$ cat src/rtl/spi_pkg.sv
// Shared encodings for the SPI slave front end: FSM state codes, frame
// command codes and the command/state consistency check used when
// SPI_CMD_CHECK_EN is defined.
package spi_pkg;

    localparam int unsigned STATE_W = 3;
    localparam int unsigned CMD_W   = 2;

    // FSM state encoding
    localparam logic [STATE_W-1:0] IDLE      = 3'b000;
    localparam logic [STATE_W-1:0] CHK_CMD   = 3'b001;
    localparam logic [STATE_W-1:0] WRITE     = 3'b010;
    localparam logic [STATE_W-1:0] READ_ADD  = 3'b011;
    localparam logic [STATE_W-1:0] READ_DATA = 3'b100;

    // Frame command codes (frame bits [9:8])
    localparam logic [CMD_W-1:0] WR_ADDR = 2'b00;
    localparam logic [CMD_W-1:0] WR_DATA = 2'b01;
    localparam logic [CMD_W-1:0] RD_ADDR = 2'b10;
    localparam logic [CMD_W-1:0] RD_DATA = 2'b11;

    // True when a completed frame's command code is legal for the state that received it.
    function automatic logic cmd_match(input logic [STATE_W-1:0] st, input logic [CMD_W-1:0] cmd);
        logic ok;
        ok = 1'b0;
        case (st)
            WRITE:     ok = (cmd == WR_ADDR) || (cmd == WR_DATA);
            READ_ADD:  ok = (cmd == RD_ADDR);
            READ_DATA: ok = (cmd == RD_DATA);
            default:   ok = 1'b0;
        endcase
        return ok;
    endfunction

endpackage

$ cat src/rtl/spi_miso_shifter.sv
// Parallel-to-serial MISO driver for the read-data byte.
// Ports: clk, rst_n (sync, active-low); load strobes data into the shift
// register and drives its MSB next; abort truncates a transfer and forces
// MISO low; MISO is the registered serial output; busy is high while a
// byte is on the line.
module spi_miso_shifter
    import spi_pkg::*;
#(
    parameter int unsigned DATA_W = 8
) (
    input  logic              clk,
    input  logic              rst_n,
    input  logic              load,
    input  logic [DATA_W-1:0] data,
    input  logic              abort,
    output logic              MISO,
    output logic              busy
);

    localparam int unsigned CNT_W = $clog2(DATA_W + 1);

    logic [DATA_W-1:0] sh_reg;
    logic [CNT_W-1:0]  bits_left;

    // MSB goes out on the load edge; bits_left counts the bits still queued behind it.
    always_ff @(posedge clk) begin
        if (!rst_n || abort) begin
            MISO      <= 1'b0;
            busy      <= 1'b0;
            sh_reg    <= '0;
            bits_left <= '0;
        end else if (load) begin
            MISO      <= data[DATA_W-1];
            busy      <= 1'b1;
            sh_reg    <= data << 1;
            bits_left <= CNT_W'(DATA_W - 1);
        end else if (bits_left != '0) begin
            MISO      <= sh_reg[DATA_W-1];
            sh_reg    <= sh_reg << 1;
            bits_left <= bits_left - CNT_W'(1);
        end else begin
            MISO <= 1'b0;
            busy <= 1'b0;
        end
    end

endmodule

$ cat src/rtl/spi_slave_if.sv
// SPI slave front end: deserialises 10-bit MOSI frames (cmd[9:8], payload)
// into rx_data with a one-cycle rx_valid strobe, and returns the RAM's read
// byte on MISO, MSB first, for read-data frames.
// Ports: clk, rst_n (sync, active-low), SS_n (active-low select), MOSI,
// tx_data/tx_valid (read byte from RAM), MISO, rx_data, rx_valid.
// Optional: define SPI_CMD_CHECK_EN to drop frames whose cmd bits do not
// match the state that received them.
module spi_slave_if
    import spi_pkg::*;
#(
    parameter int unsigned DATA_W = 8
) (
    input  logic              clk,
    input  logic              rst_n,
    input  logic              SS_n,
    input  logic              MOSI,
    input  logic [DATA_W-1:0] tx_data,
    input  logic              tx_valid,
    output logic              MISO,
    output logic [DATA_W+1:0] rx_data,
    output logic              rx_valid
);

    localparam int unsigned FRAME_W = DATA_W + 2;
    localparam int unsigned CNT_W   = $clog2(FRAME_W);

    logic [STATE_W-1:0] state;
    logic [STATE_W-1:0] next_state;
    logic [FRAME_W-2:0] rx_shift;
    logic [CNT_W-1:0]   bit_cnt;
    logic               frame_done;
    logic               rd_addr_seen;
    logic               await_tx;
    logic               miso_busy;

    logic [FRAME_W-1:0] frame_c;
    logic               in_frame_c;
    logic               last_bit_c;
    logic               cmd_ok_c;
    logic               tx_load_c;
    logic               abort_c;

    assign frame_c    = {rx_shift, MOSI};
    assign in_frame_c = (state == WRITE) || (state == READ_ADD) || (state == READ_DATA);
    assign last_bit_c = in_frame_c && !SS_n && !frame_done && (bit_cnt == CNT_W'(FRAME_W - 2));
    assign tx_load_c  = (state == READ_DATA) && !SS_n && await_tx && tx_valid && !miso_busy;
    assign abort_c    = (state != IDLE) && SS_n;

`ifdef SPI_CMD_CHECK_EN
    assign cmd_ok_c = cmd_match(state, frame_c[FRAME_W-1:FRAME_W-2]);
`else
    assign cmd_ok_c = 1'b1;
`endif

    // State register
    always_ff @(posedge clk) begin
        if (!rst_n) state <= IDLE;
        else        state <= next_state;
    end

    // Next-state logic; bit 9 picks the branch out of CHK_CMD.
    always_comb begin
        next_state = state;
        case (state)
            IDLE:    if (!SS_n) next_state = CHK_CMD;
            CHK_CMD: begin
                if (SS_n)              next_state = IDLE;
                else if (!MOSI)        next_state = WRITE;
                else if (rd_addr_seen) next_state = READ_DATA;
                else                   next_state = READ_ADD;
            end
            WRITE, READ_ADD, READ_DATA: if (SS_n) next_state = IDLE;
            default: next_state = IDLE;
        endcase
    end

    // Frame capture, rd_addr_seen tracking and read-byte handshake.
    always_ff @(posedge clk) begin
        if (!rst_n) begin
            rx_shift     <= '0;
            bit_cnt      <= '0;
            frame_done   <= 1'b0;
            rd_addr_seen <= 1'b0;
            await_tx     <= 1'b0;
            rx_data      <= '0;
            rx_valid     <= 1'b0;
        end else begin
            rx_valid <= 1'b0;
            if (state == IDLE || SS_n) begin
                bit_cnt    <= '0;
                frame_done <= 1'b0;
                await_tx   <= 1'b0;
            end else if (state == CHK_CMD) begin
                rx_shift <= (FRAME_W - 1)'(MOSI);
                bit_cnt  <= '0;
            end else if (in_frame_c && !frame_done) begin
                rx_shift <= {rx_shift[FRAME_W-3:0], MOSI};
                bit_cnt  <= bit_cnt + CNT_W'(1);
                if (last_bit_c) begin
                    // Once complete, further bits are ignored until SS_n cycles.
                    frame_done <= 1'b1;
                    if (cmd_ok_c) begin
                        rx_data  <= frame_c;
                        rx_valid <= 1'b1;
                        if (state == READ_ADD) rd_addr_seen <= 1'b1;
                        if (state == READ_DATA) begin
                            rd_addr_seen <= 1'b0;
                            await_tx     <= 1'b1;
                        end
                    end
                end
            end else if (tx_load_c) begin
                await_tx <= 1'b0;
            end
        end
    end

    spi_miso_shifter #(
        .DATA_W (DATA_W)
    ) u_miso_shifter (
        .clk   (clk),
        .rst_n (rst_n),
        .load  (tx_load_c),
        .data  (tx_data),
        .abort (abort_c),
        .MISO  (MISO),
        .busy  (miso_busy)
    );

endmodule

$ cat config.mk
export PLATFORM = sky130hd
export DESIGN_NAME = spi_slave_if
export DESIGN_NICKNAME = d
export VERILOG_FILES = /design/src/rtl/spi_pkg.sv /design/src/rtl/spi_miso_shifter.sv /design/src/rtl/spi_slave_if.sv
export SDC_FILE = /design/constraint.sdc
export NUM_CORES = 1
export LEC_CHECK = 0
export ABC_AREA = 0
export CAP_MARGIN = 20
export CORE_MARGIN = 4
export CORE_UTILIZATION = 25
export CTS_CLUSTER_DIAMETER = 200
export DETAILED_ROUTE_END_ITERATION = 7
export HOLD_SLACK_MARGIN = 0.06
export SYNTH_ARGS = -nofsm -noshare
export SYNTH_HDL_FRONTEND = slang
export SYNTH_HIERARCHICAL = 1
export SYNTH_SLANG_ARGS = --single-unit
$ cat constraint.sdc
create_clock -name clk -period 2.04 [get_ports clk]
set_clock_uncertainty 0.05 [all_clocks]
set_input_delay 0.306 -clock clk [delete_from_list [all_inputs] [get_ports clk]]
set_output_delay 0.306 -clock clk [all_outputs]
set_load 0.05 [all_outputs]
==> metrics.csv, run 1 <==
metric,value,unit
RSZ-0062 raised after global routing,false,
CP arrival,2.07,ns
met1 Use GR,13.0,%
TritonCTS clock tree,done,
"Seq/Total Area, Yosys",43.9,%
Reg2Reg Capture Point,rx_data[5],
total gr overflow,0,
Row Count,32,
WL/cell,11.3,um
die height,96.6,um
fin util,31.4,%
post-synth top area share,43.9,%
Vias per Instance,4.51,
Total GRT Usage,9.28,%
port buffer count,24,
Mapped Area,1960,sq um
Layout area overhead,23.2,%
CTS Hold Bufs,0,
layout cells sized above 1,11.0,%
Yosys reg bits,43,
PwrDens,851,nW/um^2
GP Congestion,0.738,
Pre-Repair DR Iteration Count,4,
Detail Placement HPWL,2.77,mm
period utilisation layout,93.2,%
Synth Instances,218,
worst min path class,reg2reg,
Routed WL,3.92,mm
H-tree depth,2,
Slew Limit Headroom,65.7,%
Slew Limit Fails,0,
Worst-Margin Slew,0.514,ns
leading cell type by number of instances after synthesis,dfxtp_1,
Root Buffer,clkbuf_8,
CTS max path bufs,2,
Max Freq,0.526,GHz
Initial Utilization,25.5,%
Most Crowded Layer GR,met2,
CORE AREA,7690,sq um
critical path data required time,2.21,ns
"Avg Cell Area, Syn",9.00,sq um
Hold Path Stages,2,
initial antenna violation count,0,
main flop type after synthesis,dfxtp_1,
die footprint,9330,sq um
"top cells by count, synth","43 x dfxtp_1, 26 x nand2_1, 18 x mux2i_1",
Yosys cell types,44,
Die W,96.6,um
min Tclk post-route,1.90,ns
Max Cap Violations,0,
syn_nets,234,
worst-skew pair later-pin latency,0.29,ns
largest area contributor in the netlist,dfxtp_1,
reg2reg path depth,4,
fin nets,260,
Post-synth EDFFs,0,
crit path max fanout,11,
Final Power,2.06,mW
# clock sinks,43,
met3 GRT Util,2.94,%
"Reg clk slew, reported paths",0.08,ns
asr flop ratio synth,0,%
met2 GRT Util,13.3,%
# setup viols final,0,
status,finished clean,
Starting DRT DRC Count,89,
Hold Crit Start,rx_data[8],
first-pass GRT wire length,6.84,mm
Final Hold Fails,0,
I/O pin total,25,
max reg flops,10,
via count,1566,
Leak Pwr,0.795,nW
YS warnings,6,
nature of the critical path startpoint,flip-flop,
vias in the first global route,1454,
WHS Endpoint,rx_data[8],
"setup slack, reg-to-reg",0.14,ns
Crit Path Category,reg2reg,
Area contributors post-synth,"dfxtp_1 44%, mux2i_1 9.2%, nand2_1 5.0%",
Post-CTS Setup Inserts,0,
DRC,0,
worst r2r src,state[1],
worst IR drop on VDD,296,uV
CP Capture Type,flip-flop,
maximum number of pins on one net before global-route repair,17,
Detail Route Antenna Nets,0,
CTS buffer count,5,
Ant. Diodes,0,
==> cells by family (layout without fill, tap and decap cells) <==
family,Yosys count,after routing,share of synthesized area [%]
xor+xnor,2,2,0.893
flops,43,43,43.9
fa+ha+maj,3,3,1.91
compound gates,29,29,10.6
buf+inv,25,52,6.12
simple gates,98,98,27.4
mux,18,18,9.18
==> cell type report <==
cell class              count  area [sq um]
inverters                   8          30.0
clock buffers               6          72.6
flip-flops and latches     43           861
fillers                   842          5270
well taps                 102           128
repair buffers             36           330
multi-input cells         150           983
clock inverters             2          12.5
==> worst max-delay path, cell delays in order, from the launching register on <==
cell and delay [ns]:
dfxtp_1 0.52, or3b_2 0.60, a21oi_2 0.23, buf_4 0.22, mux2i_1 0.21
==> worst max path at each step <==
stage | start | end | slack [ns] | cells after the start
6_report | state[1] | rx_data[5] | 0.14 | 4
5_1_grt | state[0] | rx_shift[6] | 0.003 | 3
4_1_cts | state[0] | u_miso_shifter/sh_reg[5] | 0.13 | 4
3_5_place_dp | SS_n | u_miso_shifter/sh_reg[5] | -0.11 | 6
3_3_place_gp | SS_n | u_miso_shifter/sh_reg[5] | -0.09 | 6
2_1_floorplan | state[2] | u_miso_shifter/sh_reg[3] | 0.16 | 7
==> placed cells by master, fill, tap and decap left out, types with 2 or more instances in the layout <==
master,netlist,final
dfxtp_1,43,43
a21oi_1,11,11
ha_1,3,3
clkbuf_8,0,5
nor2b_1,5,5
or3b_2,2,2
mux2i_1,18,18
nand2_1,26,26
xnor2_1,2,2
a31oi_1,3,3
nor3_1,16,16
nor2_1,9,9
clkdlybuf4s50_1,0,24
o211ai_1,3,3
nand3b_1,3,3
or3b_1,2,2
nand3_1,14,14
buf_4,2,12
o22ai_1,4,4
inv_1,8,8
nor4_1,7,7
==> metal layers <==
metal,vias up,wire (um),part of all wire [%]
met1,702,2010,51
li1,830,-,-
met3,4,190,4.8
met4,0,51,1.3
met5,-,0,0
met2,30,1670,43
==> power breakdown <==
part,switching [mW],leakage [nW],internal (mW),total [mW]
sequential,0.0699,0.348,0.937,1.01
clock,0.288,0.0412,0.239,0.528
combinational,0.282,0.406,0.240,0.522
==> per-stage QoR <==
stage          setup TNS, ns  area [sq um]  std cells  setup slack [ns]  hold WS (ns)
6_report                   0          2420        347             0.139         0.409
3_3_place_gp          -0.603          2330        339           -0.0926         0.395
4_1_cts                    0          2410        347             0.134         0.414
2_1_floorplan              0          1960        218             0.156         0.387
5_1_grt                    0          2420        347           0.00341         0.440
3_5_place_dp          -0.583          2330        339            -0.107         0.401
==> timing repair <==
action / 4_1_cts / 5_1_grt
setup endpoints to repair: 0 / 5
endpoints found under the hold margin: 0 / 0
resized for setup: 0 / 1
Power figures use the tool's default switching activity.
==> run 2: changes to the inputs <==
- PLACE_DENSITY: default -> 0.4
==> run 2 against run 1 <==
Critical path depth increased by 2; clock power decreased by 3.8%; combinational power increased by 4.0%; sequential cell count unchanged; count of clock-buffer cells in the layout decreased by 1; fmax increased by 2.1%; non-clock buffer count increased by 1; die area unchanged; register-to-register slack improved by 0.04 ns; sequential power about the same; core utilization increased by 0.33 points; final cell count decreased by 0.29%; largest power group unchanged.
==> metrics.csv, run 2 (synthesized netlist as in run 1, its figures left out) <==
metric,value,unit,change
status,finished clean,,
"most common cell after layout, fill and taps aside",dfxtp_1,,
Max Cap Violations,0,,unchanged
CORE AREA,7690,sq um,unchanged
"setup slack, reg-to-reg",0.18,ns,+0.04 ns
Row Count,32,,unchanged
Root Buffer,clkbuf_8,,
# clock sinks,43,,unchanged
"Slowest-stage cell, CP",or4bb_1,,
Hold Path Stages,2,,unchanged
fill count,820,,-2.6%
Detail Placement HPWL,3.03,mm,+9.4%
period utilisation layout,91.2,%,-2.0 points
Vias per Instance,4.54,,+0.55%
WL/cell,12.6,um,+11%
Detail Route Antenna Nets,0,,unchanged
TritonCTS clock tree,done,,
"Reg clk slew, reported paths",0.08,ns,about the same
DRC,0,,unchanged
worst r2r src,state[2],,
Max stage delay on crit path,0.53,ns,-0.07 ns
RSZ-0062 raised after global routing,false,,
Hold Crit Start,rx_data[2],,
maximum number of pins on one net before global-route repair,25,,+8
PwrDens,842,nW/um^2,-1.1%
Pre-Repair DR Iteration Count,4,,unchanged
vias in the first global route,1465,,+0.76%
worst min path class,reg2reg,,
worst-skew pair later-pin latency,0.29,ns,about the same
total gr overflow,0,,unchanged
top cell family by delay on the critical path,simple AND/OR/NAND/NOR gates,,
H-tree depth,2,,unchanged
critical path depth,6,,+2
Total GRT Usage,10.5,%,+1.2 points
Layout area overhead,24.5,%,
initial antenna violation count,0,,unchanged
CTS Hold Bufs,0,,unchanged
die height,96.6,um,unchanged
Initial Utilization,25.5,%,unchanged
Slew Limit Fails,0,,unchanged
fin util,31.8,%,+0.33 points
CTS max path bufs,2,,unchanged
die footprint,9330,sq um,unchanged
CTS buffer count,5,,unchanged
crit-path cells,"clkdlybuf4s50_1, or4bb_1, nor2_1, buf_6, nor3_1, nor4_1",,
Die W,96.6,um,unchanged
fin nets,261,,+0.38%
critical path data required time,2.19,ns,-0.02 ns
Routed WL,4.35,mm,+11%
Ant. Diodes,0,,unchanged
first-pass GRT wire length,7.44,mm,+8.7%
GP Congestion,0.731,,-0.88%
CP Capture Type,flip-flop,,
I/O pin total,25,,unchanged
Post-CTS Setup Inserts,0,,unchanged
Crit Path Category,in2reg,,
register area,861,sq um,unchanged
layout cells sized above 1,10.7,%,-0.36 points
max reg flops,10,,unchanged
nature of the critical path startpoint,input port,,
via count,1570,,+0.26%
Slew Limit Headroom,66.7,%,+1.1 points
worst IR drop on VDD,411,uV,+39%
Max Freq,0.537,GHz,+2.1%
Setup WS post-layout,0.179,ns,+0.0398 ns
Final Hold Fails,0,,unchanged
port buffer count,24,,unchanged
Worst-Margin Slew,0.498,ns,-0.0160 ns
WHS Endpoint,rx_data[2],,
CP arrival,2.01,ns,-0.06 ns
reg2reg path depth,4,,unchanged
Starting DRT DRC Count,68,,-24%
Multi-input gate area,981,sq um,-0.25%
Buf/Inv on CP,2,,+1
crit path max fanout,17,,+6
# setup viols final,0,,unchanged
min Tclk post-route,1.86,ns,-0.0398 ns
"commonest non-fill, non-tap cells in the layout","43 x dfxtp_1, 26 x nand2_1, 24 x clkdlybuf4s50_1",,
"worst slack, placed",-0.165,ns,-0.0579 ns
Leak Pwr,0.802,nW,+0.80%
Reg2Reg Capture Point,bit_cnt[2],,
==> run 2: what timing repair did <==
item / 4_1_cts / 5_1_grt
endpoints found under the setup margin: 0 / 3
endpoints found under the hold margin: 0 / 0
gates resized for setup: 0 / 1
==> run 2: metal layers <==
layer  up-vias  GRT usage [%]  wire length, um
met4         0           4.21               79
li1        824              -                -
met2        25           16.0             1870
met1       715           14.3             2270
met3         6           2.48              139
met5         -              0                0
==> run 2: area by class of cell <==
type	count	share of cell area (%)
clock inverter	1	0.307
tap	102	5.23
timing repair buffer	37	15.0
clock buffer	5	2.82
multi-input combinational	150	40.2
sequential	43	35.2
inverter	8	1.23
==> run 2: where the power goes <==
group | switching (mW) | internal (mW)
sequential | 0.0676 | 0.937
combinational | 0.296 | 0.247
clock | 0.281 | 0.228
==> run 2: tightest hold or removal path: cells and delay by family, from the launching register on <==
kind / cells / cell delay, ns
flops: 1 / 0.32
mux: 1 / 0.05
simple gates: 1 / 0.05
==> run 2: worst max path at each step <==
stage          startpoint                  endpoint  slack (ns)
2_1_floorplan    state[2]  u_miso_shifter/sh_reg[3]        0.16
3_3_place_gp         SS_n  u_miso_shifter/sh_reg[7]       -0.12
3_5_place_dp         SS_n  u_miso_shifter/sh_reg[3]       -0.17
4_1_cts              SS_n  u_miso_shifter/sh_reg[3]        0.14
5_1_grt              SS_n  u_miso_shifter/sh_reg[5]        0.02
6_report             SS_n  u_miso_shifter/sh_reg[3]        0.18
==> run 2: per-stage QoR <==
step	instance area [sq um]	std cells	power (mW)	hold slack [ns]	TNS [ns]
floorplan	1960	218	1.46	0.387	0
global placement	2360	340	1.56	0.395	-0.763
detailed placement	2360	340	1.56	0.401	-0.922
CTS	2440	346	2.09	0.413	0
global route	2440	346	2.17	0.422	0
finish	2440	346	2.06	0.409	0
